--- config.mk ---
export PLATFORM = sky130hd
export DESIGN_NAME = reaction_timer
export DESIGN_NICKNAME = d
export VERILOG_FILES = /design/src/rtl/reaction_timer.sv
export SDC_FILE = /design/constraint.sdc
export NUM_CORES = 1
export LEC_CHECK = 0
export ABC_AREA = 1
export ABC_CLOCK_PERIOD_IN_PS = 2200
export CAP_MARGIN = 40
export CORE_MARGIN = 2
export CORE_UTILIZATION = 50
export CTS_CLUSTER_DIAMETER = 50
export CTS_CLUSTER_SIZE = 30
export DETAILED_ROUTE_END_ITERATION = 6
export DONT_BUFFER_PORTS = 1
export PLACE_DENSITY_LB_ADDON = 0.08
export SLEW_MARGIN = 40
export SYNTH_ARGS = -nofsm -noshare
export SYNTH_HDL_FRONTEND = slang
export SYNTH_SLANG_ARGS = --single-unit
--- constraint.sdc ---
create_clock -name i_clk -period 2.2 [get_ports i_clk]
set_input_delay 0.22 -clock i_clk [delete_from_list [all_inputs] [get_ports i_clk]]
set_output_delay 0.22 -clock i_clk [all_outputs]
set_load 0.05 [all_outputs]
--- src/rtl/reaction_timer.sv ---
// Reaction timer: measures prescaled ticks from the "go" condition to the
// player's button press, flagging false starts and saturating overflow.
module reaction_timer #(
  parameter int COUNT_W  = 16,
  parameter int TICK_DIV = 50000
) (
  input  logic               i_clk,
  input  logic               i_rst,
  input  logic               i_arm,
  input  logic               i_go,
  input  logic               i_button,
  output logic [COUNT_W-1:0] o_result,
  output logic               o_valid,
  output logic               o_falseStart,
  output logic               o_overflow,
  output logic               o_busy
);

  localparam int PRE_W = (TICK_DIV > 1) ? $clog2(TICK_DIV) : 1;
  localparam logic [PRE_W-1:0] PRE_LAST = PRE_W'(TICK_DIV - 1);

  typedef enum logic [1:0] {
    ST_IDLE   = 2'd0,
    ST_ARMED  = 2'd1,
    ST_TIMING = 2'd2,
    ST_DONE   = 2'd3
  } state_t;

  state_t               state_r;
  logic                 button_q_r;
  logic [PRE_W-1:0]     prescaler_r;
  logic [COUNT_W-1:0]   count_r;
  logic [COUNT_W-1:0]   result_r;
  logic                 valid_r;
  logic                 false_start_r;
  logic                 overflow_r;

  logic                 press_s;
  logic                 tick_s;
  logic                 count_max_s;

  assign press_s     = i_button & ~button_q_r;
  assign tick_s      = (prescaler_r == PRE_LAST);
  assign count_max_s = &count_r;

  // Trial state machine with registered result and status flags
  always_ff @(posedge i_clk) begin
    if (i_rst) begin
      state_r       <= ST_IDLE;
      button_q_r    <= 1'b1;  // a button held through reset must not look like a press
      prescaler_r   <= {PRE_W{1'b0}};
      count_r       <= {COUNT_W{1'b0}};
      result_r      <= {COUNT_W{1'b0}};
      valid_r       <= 1'b0;
      false_start_r <= 1'b0;
      overflow_r    <= 1'b0;
    end else begin
      button_q_r <= i_button;
      if (i_arm) begin
        state_r       <= ST_ARMED;
        prescaler_r   <= {PRE_W{1'b0}};
        count_r       <= {COUNT_W{1'b0}};
        result_r      <= {COUNT_W{1'b0}};
        valid_r       <= 1'b0;
        false_start_r <= 1'b0;
        overflow_r    <= 1'b0;
      end else begin
        case (state_r)
          ST_IDLE: begin
            state_r <= ST_IDLE;
          end
          ST_ARMED: begin
            if (press_s) begin
              state_r  <= ST_DONE;
              result_r <= {COUNT_W{1'b0}};
              if (i_go) begin
                valid_r <= 1'b1;
              end else begin
                false_start_r <= 1'b1;
              end
            end else if (i_go) begin
              state_r     <= ST_TIMING;
              prescaler_r <= {PRE_W{1'b0}};
              count_r     <= {COUNT_W{1'b0}};
            end else begin
              state_r <= ST_ARMED;
            end
          end
          ST_TIMING: begin
            // Press wins over a coincident tick: report the pre-tick count
            if (press_s) begin
              state_r  <= ST_DONE;
              valid_r  <= 1'b1;
              result_r <= count_r;
            end else if (tick_s) begin
              prescaler_r <= {PRE_W{1'b0}};
              if (count_max_s) begin
                state_r    <= ST_DONE;
                overflow_r <= 1'b1;
                result_r   <= {COUNT_W{1'b1}};
              end else begin
                count_r <= count_r + COUNT_W'(1);
              end
            end else begin
              prescaler_r <= prescaler_r + PRE_W'(1);
            end
          end
          ST_DONE: begin
            state_r <= ST_DONE;
          end
          default: begin
            state_r <= ST_IDLE;
          end
        endcase
      end
    end
  end

  assign o_result     = result_r;
  assign o_valid      = valid_r;
  assign o_falseStart = false_start_r;
  assign o_overflow   = overflow_r;
  assign o_busy       = (state_r == ST_ARMED) || (state_r == ST_TIMING);

endmodule

* Yosys cells after proc, flatten, opt, wreduce, memory -nomap -nowiden *
Index checks and enable logic that the tools add are counted.

storage, ports and cells
  register bits = 54
  input port bits = 5

operators by class
  bitwise operators = 4
  add/subtract/negate cells = 2
  reduce and logical (&&, ||, !) cells = 13
  multiplexer cells = 25
  eq/ne operators = 15

operators with widths
  operator                                             number
  2-to-1 mux 16 bit                                    11
  case mux 16 bit (2 select lines)                     3
  adder 16 x 1 -> 16 bit, second input constant        2
  AND reduction 19 bit                                 1
  equality test 16 bit, second input constant          1
  AND reduction 16 bit                                 1
  inequality test 2 bit, second input constant         7
  AND reduction 4 bit                                  3
  2-to-1 mux 2 bit                                     5
  inequality test 4 bit, second input constant         2
  case mux 2 bit (4 select lines)                      1
  inequality test 3 bit, second input constant         2
  AND reduction 6 bit                                  1
  equality test 2 bit, second input constant           2
  2-to-1 mux 1 bit                                     4
  AND reduction 2 bit                                  2
  NOT 1 bit                                            3
  AND reduction 3 bit                                  1
  equality test 2 x 1 -> 1 bit, second input constant  1
  zero test 2 bit                                      1
  case mux 1 bit (2 select lines)                      1
  nonzero test 2 bit                                   1
  OR reduction 2 bit                                   1
  bitwise AND 1 bit                                    1
  logical OR 1 bit                                     1

* Depth between registers and ports, before layout *
Gate-level depths: netlist (run 1).

  depth after elaboration = 6
  gate-level depth with buffers = 11
  mapped depth without buffers = 11

* Worst setup path after synthesis (run 1) *
No wires, ideal clock.

  kind = flip-flop to flip-flop
  from = reg state_r[0]
  to = reg result_r[1], in the netlist o_result[1]
  cell stages (with the launch flop) = 8
  path buffers = 1
  arrival time = 1.807 ns
  data required time = 2.088 ns
  slack = 0.282 ns
  cell sequence = dfxtp_1 inv_1 ha_1 a21boi_2 nand2_4 buf_6 nor2_2 nor2_1

on the way
  word-level cells in the longest chain between the ends = 3

RTL lines
  element                                                               RTL line  text
  from (decl)                                                           29        state_t state_r;
  from (signal assigned)                                                49        state_r <= ST_IDLE;
  from (signal assigned)                                                60        state_r <= ST_ARMED;
  from (signal assigned)                                                70        state_r <= ST_IDLE;
  equality test 2 bit or equality test 2 x 1 -> 1 bit (tied branches)   68        case (state_r)
  inequality test 3 bit (no source line), or another cell as far along  --
  AND reduction 4 bit (no source line)                                  --
  to (signal assigned)                                                  63        result_r <= {COUNT_W{1'b0}};
  to (signal assigned)                                                  75        result_r <= {COUNT_W{1'b0}};
  to (signal assigned)                                                  94        result_r <= count_r;
  to (decl)                                                             33        logic [COUNT_W-1:0] result_r;

Several ways; a longest one is shown, not always the timed one.
A chain may end at the register's enable or synchronous reset.

* Worst setup path in the final report (run 1) *
  from = reg state_r[1]
  to = reg prescaler_r[12]

on the way
  word-level cells in the longest chain between the ends = 3

RTL lines
  element                                                                       RTL line  text
  equality test 2 bit or equality test 2 x 1 -> 1 bit (tied branches)           68
  inequality test 2 bit (no source line) or nonzero test 2 bit (tied branches)  --
  AND reduction 4 bit (no source line)                                          --
  to (signal assigned)                                                          61        prescaler_r <= {PRE_W{1'b0}};
  to (signal assigned)                                                          83        prescaler_r <= {PRE_W{1'b0}};
  to (signal assigned)                                                          96        prescaler_r <= {PRE_W{1'b0}};
  to (decl)                                                                     31        logic [PRE_W-1:0] prescaler_r;

Several ways; a longest one is shown, not always the timed one.

==> results of run 1 <==
==> power breakdown <==
group / internal (µW) / switching (µW) / total (µW) / leakage (µW)
clock network: 224 / 334 / 558 / 0.0000441
logic: 61.6 / 124 / 186 / 0.000920
registers: 995 / 52.6 / 1050 / 0.000437
total: 1280 / 511 / 1790 / 0.00140
==> cells in the final DEF (no fill, tap or decap), types with 5 or more instances in the layout <==
master | synthesis | layout
xor2_1 | 5 | 5
inv_2 | 5 | 5
nand2_1 | 118 | 118
nand4_1 | 8 | 8
nor2_1 | 87 | 87
ha_1 | 6 | 6
dfxtp_1 | 54 | 54
clkbuf_8 | 0 | 5
inv_1 | 66 | 66
nor3_1 | 11 | 11
buf_4 | 2 | 12
nand2_2 | 9 | 9
a21oi_2 | 12 | 12
nand3_1 | 28 | 28
o21ai_0 | 21 | 21
a21oi_1 | 18 | 18
nor2_2 | 9 | 9
==> final timing paths <==
path | start | slack, ps | endpoint
max | state_r[1] | 210 | prescaler_r[12]
min reg2reg | state_r[0] | 520 | state_r[0]
max reg2reg | state_r[1] | 210 | prescaler_r[12]
min | i_go | 170 | o_falseStart
==> flip-flops by register name, indices dropped and copies added (netlist names) <==
signal / flops
o_result: 16
prescaler_r: 16
button_q_r: 1
o_valid: 1
state_r: 2
count_r: 16
o_overflow: 1
o_falseStart: 1
==> metal layers <==
layer	global-route usage	share of wire	wire length, µm
met3	0.0386	0.062	465
met2	0.332	0.42	3130
met1	0.348	0.51	3780
met4	0.0528	0.012	87
met5	0	0	0
==> cells by family after synthesis <==
family                     share of synthesized area
xor gates and xnor gates                      0.0192
and+or+nand+nor                                0.404
AOI/OAI and AO/OA                              0.105
adders and majority gates                     0.0235
buffers and inverters                          0.111
DFF                                            0.338
==> repair_timing <==
item / CTS / global route
setup endpoints to repair: 0 / 0
endpoints found under the hold margin: 1 / 1
hold buffers: 1 / 2
==> cell type report <==
class | instances | area [µm²] | share of cell area
Multi-Input combinational cell | 354 | 1770 | 0.516
Clock buffer | 5 | 68.8 | 0.0201
Sequential cell | 54 | 1080 | 0.316
Clock inverter | 3 | 21.3 | 0.00622
Inverter | 71 | 267 | 0.0779
Tap cell | 77 | 96.3 | 0.0282
Timing Repair Buffer | 15 | 120 | 0.0351
==> worst max-delay path, delay by kind of cell (launching register included) <==
| family | cells | cell delay (ps) |
|---|---|---|
| AND/OR/NAND/NOR | 6 | 910 |
| flip-flops | 1 | 380 |
| buffers and inverters | 3 | 350 |
| adder cells (fa/ha/maj) | 1 | 240 |
==> metrics by stage <==
| stage | instances | hold slack [ps] |
|---|---|---|
| after floorplan | 491 | 289 |
| after global placement | 568 | 291 |
| after detailed placement | 568 | 293 |
| after CTS | 577 | 3.06 |
| after global routing | 579 | 206 |
| final | 579 | 169 |
==> impl_metrics.env, run 1 <==
export IMPL_path_class="flop to flop"
export IMPL_placement_rows=29
export IMPL_postSynthCellCount=491
export IMPL_synth_fp_nets=502
export IMPL_cts_setup_buffers=0
export IMPL_drv_slew=0
export IMPL_synthesis_area_mm2=0.00320
export IMPL_final_util=0.545
export IMPL_synth_seq_cells=54
export IMPL_maxCapViolCount=0
export IMPL_path_clk_slew_ps=100
export IMPL_setup_slack_ps=213
export IMPL_fp_dieH_um=84.0
export IMPL_synth_edf_count=0
export IMPL_ys_flop_type="dfxtp_1"
export IMPL_nFillCells=640
export IMPL_area_growth_pct=6.84
export IMPL_final_nets=512
export IMPL_clk_latency_ps=310
export IMPL_syn_avg_cell_area_um2=6.52
export IMPL_synth_top_cells_by_count="nand2_1, nor2_1, inv_1"
export IMPL_port_buffers=0
export IMPL_initial_core_util=0.510
export IMPL_ant_nets=0
export IMPL_finalSetupViolations=0
export IMPL_slew_headroom=0.639
export IMPL_synth_most_common_cell="nand2_1"
export IMPL_tightestPinTransition_ps=541
export IMPL_drive_above_1_share=0.135
export IMPL_outcome="finished, final reports clean"
export IMPL_post_route_min_period_ps=1990
export IMPL_cts_resized=0
export IMPL_end_kind="flop"
export IMPL_grt_pass1_wl_mm=13.1
export IMPL_antenna_found_initial=0
export IMPL_diodes=0
export IMPL_critPathLaunchType="flop"
export IMPL_fin_crit_sh=0.903
export IMPL_drc_errors=0
export IMPL_fp_dieArea_mm2=0.00706
export IMPL_ctsHtreeMaxLevel=2
export IMPL_hold_class="input port to flop"
export IMPL_dpl_cell_area_mm2=0.00330
export IMPL_cts_buffer_depth=2
export IMPL_skew_ps=8.77
export IMPL_slowest_stage="dfxtp_1"
export IMPL_grt_overflow=0
export IMPL_rsz0062_at_grt="no"
export IMPL_grt_max_degree=22
export IMPL_ir_drop_mv=0.343
export IMPL_firstDrtPassIters=5
export IMPL_async_flop_share=0
export IMPL_drtIter0Drc=150
export IMPL_synth_top_area_share=0.338
export IMPL_place_ws_ps=244
export IMPL_clockRootBuffer="clkbuf_8"
export IMPL_core_area_mm2=0.00628
export IMPL_crit_arrival_ps=2200
export IMPL_via_per_inst=5.11
export IMPL_cp_max_fo=11
export IMPL_max_freq_mhz=503
export IMPL_reg2regPathDepth=10
export IMPL_critical_path_required_ps=2410
export IMPL_finalPower_uw=1790
export IMPL_finalSetupTns_ps=0
export IMPL_vias=2960
export IMPL_cts_tree="yes"
export IMPL_p_leak_uw=0.00140
export IMPL_die_w_um=84.0
export IMPL_gp_congestion=0.939
export IMPL_power_density_mw_per_mm2=524
export IMPL_pin_count=25
export IMPL_crit_chain="inv_1 -> ha_1 -> inv_1 -> nor2_2 -> nor2_4 -> inv_2 -> nor2_1 -> nand2_1 -> nor2_1 -> nor3b_2"
export IMPL_wire_per_inst_um=12.9
export IMPL_yosysWarnings=0
export IMPL_seq_area_frac_synth=0.338
export IMPL_grt_pass1_vias=2717
export IMPL_max_stage_delay_ps=380
export IMPL_post_dp_hpwl_mm=5.53
export IMPL_drt_total_wl_mm=7.47
export IMPL_yosys_top_cells_area="dfxtp_1, nand2_1, nor2_1, inv_1, nand3_1"
export IMPL_synth_top_area_cell="dfxtp_1"
export IMPL_tritoncts_num_buffers=5
export IMPL_finalHoldViolations=0
export IMPL_clock_sinks=54
export IMPL_grt_usage=0.228
export IMPL_hold_depth=3
export IMPL_ys_types=34
export IMPL_fin_area_mm2=0.00342
(Power assumes the default switching activity.)
==> run 2, diff against run 1 <==
--- a/config.mk
+++ b/config.mk
@@ -16,5 +16,5 @@
 export DONT_BUFFER_PORTS = 1
 export PLACE_DENSITY_LB_ADDON = 0.08
-export SLEW_MARGIN = 40
+export SLEW_MARGIN = 20
 export SYNTH_ARGS = -nofsm -noshare
 export SYNTH_HDL_FRONTEND = slang
==> constraint.sdc (replaced) <==
create_clock -name i_clk -period 2.2 [get_ports i_clk]
set_input_delay 0.44 -clock i_clk [delete_from_list [all_inputs] [get_ports i_clk]]
set_output_delay 0.44 -clock i_clk [all_outputs]
set_load 0.05 [all_outputs]
==> run 2 against run 1 <==
Critical endpoint is now count_r[15]. Combinational power fell by 5%. Register-to-register slack is essentially flat. Largest cell class unchanged. Setup slack worse by 7.1 ps. Critical path depth stayed put.
==> impl_metrics.env, run 2 (same netlist as run 1, synthesis figures left out) <==
export IMPL_outcome="finished, final reports clean"
export IMPL_gp_congestion=0.929
export IMPL_most_common_layout_cells="nand2_1, nor2_1, inv_1"
export IMPL_swShare=0.244
export IMPL_clockPowerShare=0.398
export IMPL_place_ws_ps=225
export IMPL_routed_wl_met3_um=434
export IMPL_internal_power_uw=1540
export IMPL_wire_per_inst_um=12.7
export IMPL_tightestPinTransition_ps=552
export IMPL_finalPower_uw=2030
export IMPL_finalSetupViolations=0
export IMPL_power_density_mw_per_mm2=592
export IMPL_rsz0062_at_grt="no"
export IMPL_ctsHtreeMaxLevel=2
export IMPL_mostFrequentLayoutCell="nand2_1"
export IMPL_grt_pass1_wl_mm=12.7
export IMPL_port_buffers=0
export IMPL_finalSetupTns_ps=0
export IMPL_area_growth_pct=7.31
export IMPL_drc_errors=0
export IMPL_drt_total_wl_mm=7.29
export IMPL_clockRootBuffer="clkbuf_8"
export IMPL_cts_setup_buffers=0
export IMPL_drive_above_1_share=0.135
export IMPL_wl_met1_mm=3.73
export IMPL_top_layer="met4"
export IMPL_post_dp_hpwl_mm=5.48
export IMPL_fin_crit_sh=0.906
export IMPL_initial_core_util=0.510
export IMPL_final_nets=508
export IMPL_diodes=0
export IMPL_path_clk_slew_ps=100
export IMPL_post_route_min_period_ps=1990
export IMPL_die_w_um=84.0
export IMPL_placement_rows=29
export IMPL_hold_path_startpoint="i_rst"
export IMPL_skew_ps=12.3
export IMPL_grt_max_degree=22
export IMPL_grt_overflow=0
export IMPL_p_sw_uw=496
export IMPL_p_leak_uw=0.00141
export IMPL_ir_drop_mv=0.306
export IMPL_antenna_found_initial=0
export IMPL_crit_arrival_ps=2210
export IMPL_grt_usage=0.221
export IMPL_holdBufCountCts=0
export IMPL_path_class="flop to flop"
export IMPL_cts_resized=0
export IMPL_clock_sinks=54
export IMPL_tritoncts_num_buffers=5
export IMPL_firstDrtPassIters=4
export IMPL_cp_max_fo=18
export IMPL_fp_dieArea_mm2=0.00706
export IMPL_core_area_mm2=0.00628
export IMPL_setup_slack_ps=206
export IMPL_ant_nets=0
export IMPL_hold_class="input port to flop"
export IMPL_cts_buffer_depth=2
export IMPL_slew_headroom=0.631
export IMPL_end_kind="flop"
export IMPL_fp_dieH_um=84.0
export IMPL_r2r_start="state_r[1]"
export IMPL_clk_latency_ps=310
export IMPL_hold_depth=1
export IMPL_maxCapViolCount=0
export IMPL_via_per_inst=4.98
export IMPL_pwr_share_seq=0.515
export IMPL_combPwrFrac=0.087
export IMPL_grt_pass1_vias=2688
export IMPL_max_freq_mhz=501
export IMPL_drtIter0Drc=268
export IMPL_rrSetupSlack_ps=210
export IMPL_routed_wl_met2_mm=3.05
export IMPL_cts_tree="yes"
export IMPL_critPathLaunchType="flop"
export IMPL_drv_slew=0
export IMPL_vias=2862
export IMPL_r2r_end="count_r[15]"
export IMPL_finalHoldViolations=0
export IMPL_reg2regPathDepth=10
export IMPL_holdPathEnd="state_r[0]"
export IMPL_pin_count=25
export IMPL_critical_path_required_ps=2410
==> run 2: per-stage QoR <==
| stage | hold WS [ps] | area, µm² | utilization | std cells |
|---|---|---|---|---|
| 3_5_place_dp | 492 | 3290 | 0.524 | 567 |
| 2_1_floorplan | 467 | 3200 | - | 491 |
| 4_1_cts | 169 | 3430 | 0.547 | 575 |
| 3_3_place_gp | 485 | 3290 | 0.524 | 567 |
| 6_report | 181 | 3430 | 0.547 | 575 |
| 5_1_grt | 165 | 3430 | 0.547 | 575 |
==> run 2: routing by layer <==
metal	up-vias	GRT usage
met2	75	0.332
met3	4	0.0504
met1	1240	0.317
met4	0	0.0616
li1	1543	-
met5	-	0
==> run 2: final cells by class <==
cell class                 count  area [µm²]
fill                         620        2840
multi-input combinational    354        1770
sequential                    54        1080
inverter                      71         267
tap                           77        96.3
clock buffer                   6        82.6
timing repair buffer          11        82.6
clock inverter                 2        60.1
==> run 2: worst max path at each step <==
stage	start	end	slack [ps]	depth (start not counted)
6_report	state_r[1]	count_r[15]	210	10
3_5_place_dp	state_r[1]	count_r[15]	220	10
5_1_grt	prescaler_r[0]	o_result[15]	2	11
2_1_floorplan	state_r[0]	o_result[1]	280	7
3_3_place_gp	state_r[1]	count_r[10]	300	10
4_1_cts	state_r[1]	count_r[15]	190	10
==> run 2: critical path, cell delays in order (launching register included) <==
cell     delay, ps
dfxtp_1        390
inv_1           90
ha_1           240
inv_1          110
nor2_2          60
nor2_4         350
nand3_4        280
nand2_1        210
nand2_1         70
nand2_1         60
inv_1           30
==> run 2: power groups by stage <==
| stage | clock (µW) | combinational, µW | sequential, µW |
|---|---|---|---|
| 6_report | 809 | 176 | 1050 |
| 5_1_grt | 868 | 203 | 1050 |
| 4_1_cts | 835 | 177 | 1050 |
| 3_5_place_dp | 0 | 175 | 1070 |
| 3_3_place_gp | 0 | 175 | 1070 |
| 2_1_floorplan | 0 | 142 | 1070 |
